===== config.mk =====
export PLATFORM = sky130hd
export DESIGN_NAME = present_core_sequencer
export DESIGN_NICKNAME = d
export VERILOG_FILES = /design/src/rtl/present_seq_pkg.sv /design/src/rtl/present_core_sequencer.sv
export SDC_FILE = /design/constraint.sdc
export NUM_CORES = 1
export LEC_CHECK = 0
export CORE_ASPECT_RATIO = 0.6
export CORE_UTILIZATION = 30
export CTS_BUF_LIST = sky130_fd_sc_hd__clkbuf_4
export DETAILED_ROUTE_END_ITERATION = 10
export DONT_BUFFER_PORTS = 1
export SLEW_MARGIN = 20
export SYNTH_ARGS = -nofsm -noshare
export SYNTH_HDL_FRONTEND = slang
export SYNTH_SLANG_ARGS = --single-unit

===== constraint.sdc =====
create_clock -name clk_i -period 2.7 [get_ports clk_i]
set_clock_uncertainty 0.1 [all_clocks]
set_input_delay 0.405 -clock clk_i [delete_from_list [all_inputs] [get_ports clk_i]]
set_output_delay 0.405 -clock clk_i [all_outputs]
set_load 0.05 [all_outputs]

===== src/rtl/present_seq_pkg.sv =====
// present_seq_pkg
//   Shared constants and the sequencer state encoding for the PRESENT-80
//   core sequencer.
//   KEY_W   : PRESENT-80 key width
//   BLK_W   : PRESENT block width
//   state_e : sequencer FSM states
package present_seq_pkg;

  localparam int KEY_W = 80;
  localparam int BLK_W = 64;

  typedef enum logic [2:0] {
    IDLE     = 3'd0,
    LOAD_KEY = 3'd1,
    LOAD_PT  = 3'd2,
    WAIT     = 3'd3,
    OUT      = 3'd4
  } state_e;

endpackage


===== src/rtl/present_core_sequencer.sv =====
// present_core_sequencer
//   Feeds a PRESENT-80 encryptor core: holds the key, reloads it before every
//   plaintext (the core consumes its key register while encrypting), loads the
//   plaintext, waits CORE_LATENCY cycles and presents the ciphertext on a
//   valid/ready output.
//
//   Handshakes: a transfer happens on a rising clk_i edge where both valid and
//   ready are 1. Ready never depends on the same channel's valid. Once
//   ct_valid_o is raised, ct_o stays stable until the ct handshake completes.
//
//   Ports
//     clk_i, rst_i          : clock, synchronous active-high reset
//     key_i/key_valid_i/key_ready_o : 80-bit key input channel
//     pt_i/pt_valid_i/pt_ready_o    : 64-bit plaintext input channel
//     ct_o/ct_valid_o/ct_ready_i    : 64-bit ciphertext output channel
//     core_data_o           : data bus to the encryptor core (key or {16'h0, pt})
//     core_key_load_o       : core key load strobe
//     core_data_load_o      : core plaintext load strobe
//     core_data_i           : encryptor core ciphertext
//     state_o               : debug view of the FSM state (present_seq_pkg::state_e)
//     blk_cnt_o             : completed-block counter, only with PRESENT_SEQ_BLK_CNT_EN
//
//   Build option: define PRESENT_SEQ_BLK_CNT_EN to add blk_cnt_o.
module present_core_sequencer
  import present_seq_pkg::*;
#(
  parameter int CORE_LATENCY = 32
) (
  input  logic                 clk_i,
  input  logic                 rst_i,
  input  logic [KEY_W-1:0]     key_i,
  input  logic                 key_valid_i,
  output logic                 key_ready_o,
  input  logic [BLK_W-1:0]     pt_i,
  input  logic                 pt_valid_i,
  output logic                 pt_ready_o,
  output logic [BLK_W-1:0]     ct_o,
  output logic                 ct_valid_o,
  input  logic                 ct_ready_i,
  output logic [KEY_W-1:0]     core_data_o,
  output logic                 core_key_load_o,
  output logic                 core_data_load_o,
  input  logic [BLK_W-1:0]     core_data_i,
`ifdef PRESENT_SEQ_BLK_CNT_EN
  output logic [15:0]          blk_cnt_o,
`endif
  output logic [2:0]           state_o
);

  // WAIT lasts CORE_LATENCY cycles: counter runs CORE_LATENCY-1 down to 0.
  localparam logic [7:0] LAT_M1 = 8'(CORE_LATENCY - 1);

  state_e            state_q, state_d;
  logic [KEY_W-1:0]  key_q, key_d;
  logic [BLK_W-1:0]  pt_q, pt_d;
  logic [BLK_W-1:0]  ct_q, ct_d;
  logic [KEY_W-1:0]  core_data_q, core_data_d;
  logic [7:0]        cnt_q, cnt_d;
  logic              key_ok_q, key_ok_d;
  // Low for the cycle following a reset edge so that every ready output is 0
  // then, even though the FSM already sits in IDLE.
  logic              ready_en_q;
  logic              ct_hs;

  always_comb begin
    state_d          = state_q;
    key_d            = key_q;
    pt_d             = pt_q;
    ct_d             = ct_q;
    core_data_d      = core_data_q;
    cnt_d            = cnt_q;
    key_ok_d         = key_ok_q;
    key_ready_o      = 1'b0;
    pt_ready_o       = 1'b0;
    ct_valid_o       = 1'b0;
    core_key_load_o  = 1'b0;
    core_data_load_o = 1'b0;
    ct_hs            = 1'b0;

    case (state_q)
      IDLE: begin
        key_ready_o = ready_en_q;
        // A pending key wins over a pending plaintext.
        pt_ready_o  = ready_en_q & key_ok_q & ~key_valid_i;
        if (key_valid_i && key_ready_o) begin
          key_d    = key_i;
          key_ok_d = 1'b1;
        end else if (pt_valid_i && pt_ready_o) begin
          pt_d    = pt_i;
          state_d = LOAD_KEY;
        end
      end
      LOAD_KEY: begin
        core_data_d     = key_q;
        core_key_load_o = 1'b1;
        state_d         = LOAD_PT;
      end
      LOAD_PT: begin
        core_data_d      = {16'h0000, pt_q};
        core_data_load_o = 1'b1;
        cnt_d            = LAT_M1;
        state_d          = WAIT;
      end
      WAIT: begin
        if (cnt_q == 8'd0) begin
          ct_d    = core_data_i;
          state_d = OUT;
        end else begin
          cnt_d = cnt_q - 8'd1;
        end
      end
      OUT: begin
        ct_valid_o = 1'b1;
        if (ct_ready_i) begin
          ct_hs   = 1'b1;
          state_d = IDLE;
        end
      end
      default: state_d = IDLE;
    endcase
  end

  always_ff @(posedge clk_i) begin
    if (rst_i) begin
      state_q     <= IDLE;
      key_q       <= '0;
      pt_q        <= '0;
      ct_q        <= '0;
      core_data_q <= '0;
      cnt_q       <= '0;
      key_ok_q    <= 1'b0;
      ready_en_q  <= 1'b0;
    end else begin
      state_q     <= state_d;
      key_q       <= key_d;
      pt_q        <= pt_d;
      ct_q        <= ct_d;
      core_data_q <= core_data_d;
      cnt_q       <= cnt_d;
      key_ok_q    <= key_ok_d;
      ready_en_q  <= 1'b1;
    end
  end

  // During the load states the bus shows the new value immediately; elsewhere
  // it holds whatever was last driven.
  assign core_data_o = core_data_d;
  assign ct_o        = ct_q;
  assign state_o     = state_q;

`ifdef PRESENT_SEQ_BLK_CNT_EN
  logic [15:0] blk_cnt_q;

  always_ff @(posedge clk_i) begin
    if (rst_i) begin
      blk_cnt_q <= '0;
    end else if (ct_hs) begin
      blk_cnt_q <= blk_cnt_q + 16'd1;
    end
  end

  assign blk_cnt_o = blk_cnt_q;
`else
  logic unused_ct_hs;
  assign unused_ct_hs = ct_hs;
`endif

endmodule


==> summary.txt, run 1 <==
Status: finished with violations
Failing checks: negative setup slack
Final setup margin: -0.3007 ns
Avg WL per Cell: 18.88 um
CP most frequent cell: buf_12
Port bufs: 0
HP Class: in -> reg
Max_cap viols: 0
Critical path capture point: core_data_o[64]
Post-Place Setup Slack: 0.2493 ns
CP Data Arrival Time: 2.50 ns
Flop2flop setup slack: 0.06 ns
Sequential-to-total area share from yosys stat: 0.5444
Initial core utilization: 0.3045
Worst setup startpoint: state_o[0]$_SDFFE_PP0P_
Die Span Y: 150.8 um
Vias: 11,840
Total of warnings raised by yosys: 0
Congestion Overflow GR: 0
Area after DPL: 0.01298 mm^2
Final hold vios: 0
Clock latency on the worst-skew pair: 0.74 ns
Num CTS Buffers: 74
Synth unique cells: 41
Crit-path cells: buf_12 -> nor3b_4 -> buf_12 -> nor2_4 -> buf_12 -> buf_16 -> a22o_4 -> buf_12
First-pass GRT wire length: 63.34 mm
Die width: 250.0 um
Setup crit start kind: flop
Syn avg cell area: 7.987 um^2
DR pass1 iterations: 7
Number of global-route vias before repair: 11,660
Reg2reg end: ct_o[27]$_SDFFE_PP0P_
Initial antenna violation count: 4
Slowest Stage Delay on Critical Path: 0.38 ns
Peak VDD IR: 0.0004735 V
Largest net degree at the start of global routing: 148
Critical path required time: 2.19 ns
Mapped Nets: 1,601
Post-DP HPWL: 22.09 mm
Slew HR: 0.5387
Register bit count reported by yosys: 301
Htree depth: 3
Static leakage: 7.257 nW
ANT nets after route: 0
Root Driver: clkbuf_4
Minimum clock period: 3.001 ns
DRC viols: 0
Mapped Cells: 1,386
Clock buffer depth: 3
FILL cells: 3,188
Iteration-0 DRC Markers: 904
TritonCTS clock tree: done
Slowest cell on crit path: dfxtp_4
Top Ports: 365
Worst reg2reg startpoint: cnt_q[0]$_SDFFE_PP0P_
Final instance area: 0.01850 mm^2
Final Net Count: 2,018
PwrDens: 518.3 mW/mm^2
Clk sinks: 301
Clk slew on worst S/H paths: 0.09 ns
Final wirelength: 44.00 mm
Row count: 54
Share of layout cells above drive strength 1: 0.2301
Critical-path maximum fanout: 16
Fmax: 0.3333 GHz
Final Max Tran Viols: 0
Core Area: 0.03635 mm^2
Vias per inst: 5.081
Final Setup Violations: 81
Synth async-reset ratio: 0
Unrepaired setup endpoints after global routing: true
GRT Overall Usage: 0.2152
Placer Congestion: 0.7752
Predominant post-synthesis flop cell: dfxtp_1
Layout overhead on the synthesized area: 67.15%
Tcrit/Tclk final: 1.111
Syn Std Cell Area: 0.01107 mm^2
Die area: 0.03770 mm^2
Post-synth EDFFs: 0
Slew @ Worst Pin: 0.6856 ns
Reg2Reg Depth: 9
CP endpoint kind: primary output
Critical path type: reg -> out
flip-flops by register name, indices dropped and copies added, names as in the netlist:
signal and cells:
cnt_q 8, ready_en_q 1, ct_o 64, pt_q 64, state_o 3, key_q 80
core_data_q 80, key_ok_q 1
placed cells by master (no fill, tap or decap), types with 2 or more instances in the layout:
cell type	count
nand2_1	424
dlygate4sd3_1	309
dfxtp_1	300
a21oi_1	276
clkbuf_4	101
nand2_2	81
buf_12	80
nand2_4	37
a22oi_2	35
a22oi_1	30
buf_4	23
and2_1	18
buf_6	15
clkinv_1	12
a22o_4	9
nor2_1	8
nor3_1	8
buf_16	8
diode_2	7
nand2_8	7
a22o_1	7
a211oi_1	4
bufinv_16	4
buf_8	4
inv_1	3
clkbuf_16	3
clkinv_4	2
xnor2_1	2
xor2_1	2
a31oi_1	2
ha_1	2
clkinv_2	2
per-layer routing:
metal | vias to the layer above | global-route usage | wire length (um)
li1 | 5511 | - | -
met1 | 5691 | 0.2644 | 18410
met2 | 546 | 0.3547 | 20920
met3 | 90 | 0.06444 | 3489
met4 | 0 | 0.08712 | 1175
met5 | - | 0 | 0
synth_stat cells, drive strengths merged, types with 2 or more instances:
library cell    n  area, um^2
clkbuf         67       251.5
ha              2       25.02
a21oi         276        1381
dfxtp         301        6026
nor3b           2       15.01
buf            35       208.9
a22oi          65       488.0
and2           19       118.9
nor3            9       56.31
nor2            9       36.29
inv             5       18.76
xnor2           2       17.52
a211oi          4       30.03
xor2            2       17.52
a22o           16       140.1
a31oi           2       12.51
nand2         549        2061
nand3           3       15.01
critical path, delay by kind of cell, from the launching register on:
family / cells / cell delay, ns
AOI/OAI and AO/OA: 1 / 0.25
buffers and inverters: 5 / 0.77
DFF: 1 / 0.38
and+or+nand+nor: 2 / 0.32
how the worst min path moves through the flow:
stage | from | to | slack [ns] | cells after the start
after CTS | rst_i | key_q[21]$_SDFFE_PP0P_ | 0.002 | 2
final | pt_valid_i | pt_q[40]$_SDFFE_PP0P_ | 0.08 | 4
after floorplan | key_ok_q$_SDFFE_PP0P_ | key_ok_q$_SDFFE_PP0P_ | 0.33 | 2
after global placement | key_q[76]$_SDFFE_PP0P_ | key_q[76]$_SDFFE_PP0P_ | 0.34 | 2
after global routing | pt_valid_i | pt_q[34]$_SDFFE_PP0P_ | 0.007 | 4
after detailed placement | key_q[74]$_SDFFE_PP0P_ | key_q[74]$_SDFFE_PP0P_ | 0.35 | 2
logic make-up (layout without fill, tap and decap cells):
group                      after synthesis  count (layout)  share of synthesized area
buffers and inverters                  107             568                    0.04329
AOI/OAI and AO/OA                      370             370                     0.1907
xor gates and xnor gates                 4               4                   0.003165
and+or+nand+nor                        602             602                     0.2162
adders and majority gates                2               2                   0.002260
DFF                                    301             301                     0.5444
other                                    0               7                          0
power breakdown:
part	switching, mW	leakage (nW)	internal (mW)	total (mW)
combinational	0.500	4.27	0.457	0.957
sequential	0.0717	2.44	4.54	4.61
clock	1.92	0.552	2.11	4.02
through the flow:
| step | setup TNS (ns) | std cells | hold WS (ns) | util | total power, mW |
|---|---|---|---|---|---|
| final | -18.27 | 2330 | 0.08432 | 0.5090 | 9.591 |
| after global placement | 0 | 1861 | 0.3379 | 0.3572 | 5.185 |
| after global routing | -32.71 | 2330 | 0.006893 | 0.5090 | 10.03 |
| after detailed placement | 0 | 1861 | 0.3456 | 0.3572 | 5.198 |
| after CTS | -24.07 | 2314 | 0.002488 | 0.4942 | 9.636 |
| after floorplan | -1.339 | 1386 | 0.3323 | - | 5.056 |
area by class of cell:
class,count,area (um^2),share of cell area
tap,476,595.6,0.03219
antenna,7,17.52,0.0009467
sequential,301,6030,0.3259
timing repair buffer,443,5424,0.2931
multi-input combinational,978,5466,0.2954
inverter,5,27.53,0.001488
clock inverter,19,183.9,0.009940
clock buffer,101,758.2,0.04098
what timing repair did:
item	CTS	global route
pin swaps	15	13
setup endpoints to repair	83	159
endpoints found under the hold margin	285	0
resized for setup	154	102
buffers inserted	16	5
hold buffers	310	0
cloned	8	6
Note: power is estimated with default switching activity, not from simulation.
==> run 2: changes to the inputs <==
- HOLD_SLACK_MARGIN: not set -> 0.1
==> run 2 against run 1 <==
  * The flow still finishes with violations (negative setup slack)
  * Clock power is essentially flat
  * Utilization grew 1.7 points
  * Worst setup slack lost 0.0020 ns
  * Largest cell class unchanged
  * Sequential cell count is the same
  * Register-to-register slack lost 0.04 ns
  * Non-clock buffer count grew 63
  * Critical endpoint is now core_data_o[75]
  * Highest routed layer unchanged
==> summary.txt, run 2 (synthesis results as in run 1) <==
Final Net Count: 2,081
Number of global-route vias before repair: 12,190
Largest net degree at the start of global routing: 154
Die Span Y: 150.8 um
Critical path type: reg -> out
Die area: 0.03770 mm^2
Share of layout cells above drive strength 1: 0.2267
Reg2reg end: ct_o[55]$_SDFFE_PP0P_
Final instance area: 0.01913 mm^2
Clk slew on worst S/H paths: 0.09 ns
Die width: 250.0 um
Initial core utilization: 0.3045
Final setup margin: -0.3028 ns
Worst reg2reg startpoint: cnt_q[0]$_SDFFE_PP0P_
Commonest non-fill, non-tap cell in the layout: nand2_1
Failing checks: negative setup slack
Avg WL per Cell: 19.12 um
PwrDens: 504.8 mW/mm^2
Status: finished with violations
TritonCTS clock tree: done
Initial antenna violation count: 6
CP endpoint kind: primary output
Hold path depth: 3
Placer Congestion: 0.7752
Row count: 54
Root Driver: clkbuf_4
Peak VDD IR: 0.0003417 V
Num CTS Buffers: 74
DR pass1 iterations: 7
Hold Crit Endpoint: ct_o[26]$_SDFFE_PP0P_
First-pass GRT wire length: 65.67 mm
Final wirelength: 45.78 mm
Critical-path maximum fanout: 16
Fmax: 0.3330 GHz
ANT nets after route: 0
Critical path required time: 2.19 ns
CP Data Arrival Time: 2.50 ns
Setup crit start kind: flop
Final Setup Violations: 81
Clock buffer depth: 3
Slew HR: 0.5212
DRC viols: 0
Non-filler cells, final: 2,395
Tcrit/Tclk final: 1.112
Minimum clock period: 3.003 ns
Fin Hold WS: 0.2178 ns
Slew @ Worst Pin: 0.7182 ns
Htree depth: 3
Final Max Tran Viols: 0
Layout overhead on the synthesized area: 72.80%
Post-DP HPWL: 22.09 mm
PnR Total Power: 9.656 mW
Iteration-0 DRC Markers: 858
Unrepaired setup endpoints after global routing: true
Final hold vios: 0
Port bufs: 0
Clk sinks: 301
Hold wc startpoint: core_data_i[26]
Congestion Overflow GR: 0
DP Cell Count: 1,861
FILL cells: 3,164
HP Class: in -> reg
Max_cap viols: 0
Vias: 12,120
GRT Overall Usage: 0.2234
Vias per inst: 5.059
Commonest non-fill, non-tap cells in the layout: nand2_1, dlygate4sd3_1, dfxtp_1, a21oi_1, clkbuf_4
Area after DPL: 0.01298 mm^2
Core Area: 0.03635 mm^2
Flop2flop setup slack: 0.02 ns
Reg2Reg Depth: 9
Largest regs: core_data_q: 80 flops, key_q: 80 flops
Static leakage: 7.379 nW
Clock latency on the worst-skew pair: 0.76 ns
Top Ports: 365
==> run 2: area by class of cell <==
type	instances	area, um^2	share of cell area
diodes	9	22.52	0.001177
clock buffers	101	758.2	0.03964
clock inverters	19	183.9	0.009615
inverters	5	27.53	0.001439
multi-input cells	978	5487	0.2868
flip-flops and latches	301	6030	0.3152
well taps	476	595.6	0.03114
repair buffers	506	6025	0.3150
==> run 2: repair_timing <==
action	in CTS	in global routing
buffers inserted	16	6
gates resized for setup	154	103
cloned	8	5
hold buffers	373	1
setup endpoints to repair	83	169
endpoints found under the hold margin	301	1
pin swaps	15	8
==> run 2: metrics by stage <==
step,TNS [ns],utilization,setup WS [ns]
floorplan,-1.339,-,-0.07214
global placement,0,0.3572,0.2780
detailed placement,0,0.3572,0.2493
CTS,-24.07,0.5116,-0.3521
global route,-33.41,0.5262,-0.4865
finish,-18.67,0.5262,-0.3028
==> run 2: how the worst max path moves through the flow <==
stage / start / to / slack (ns) / cells after the start
2_1_floorplan: state_o[0]$_SDFFE_PP0P_ / core_data_o[10] / -0.07 / 6
3_3_place_gp: state_o[0]$_SDFFE_PP0P_ / core_data_o[21] / 0.28 / 7
3_5_place_dp: state_o[0]$_SDFFE_PP0P_ / core_data_o[7] / 0.25 / 7
4_1_cts: state_o[0]$_SDFFE_PP0P_ / core_data_o[19] / -0.35 / 9
5_1_grt: state_o[0]$_SDFFE_PP0P_ / core_data_o[60] / -0.49 / 8
6_report: state_o[0]$_SDFFE_PP0P_ / core_data_o[75] / -0.30 / 8
==> run 2: critical path, stage by stage, from the launching register on <==
cell,delay (ns)
dfxtp_4,0.38
buf_12,0.15
nor3b_4,0.27
buf_12,0.16
nor2_4,0.05
buf_12,0.15
buf_16,0.16
a22o_4,0.25
buf_12,0.15
==> run 2: per-layer routing <==
metal,share of wire,vias to the layer above,global-route usage
met1,0.41,5824,0.2673
met5,0,-,0
met4,0.030,0,0.1089
met2,0.48,543,0.3677
li1,-,5637,-
met3,0.076,112,0.06840
==> run 2: where the power goes <==
group          switching [mW]  internal (mW)  total, mW
Combinational           0.513          0.484      0.997
Sequential             0.0735           4.54       4.61
Clock                    1.94           2.11       4.05
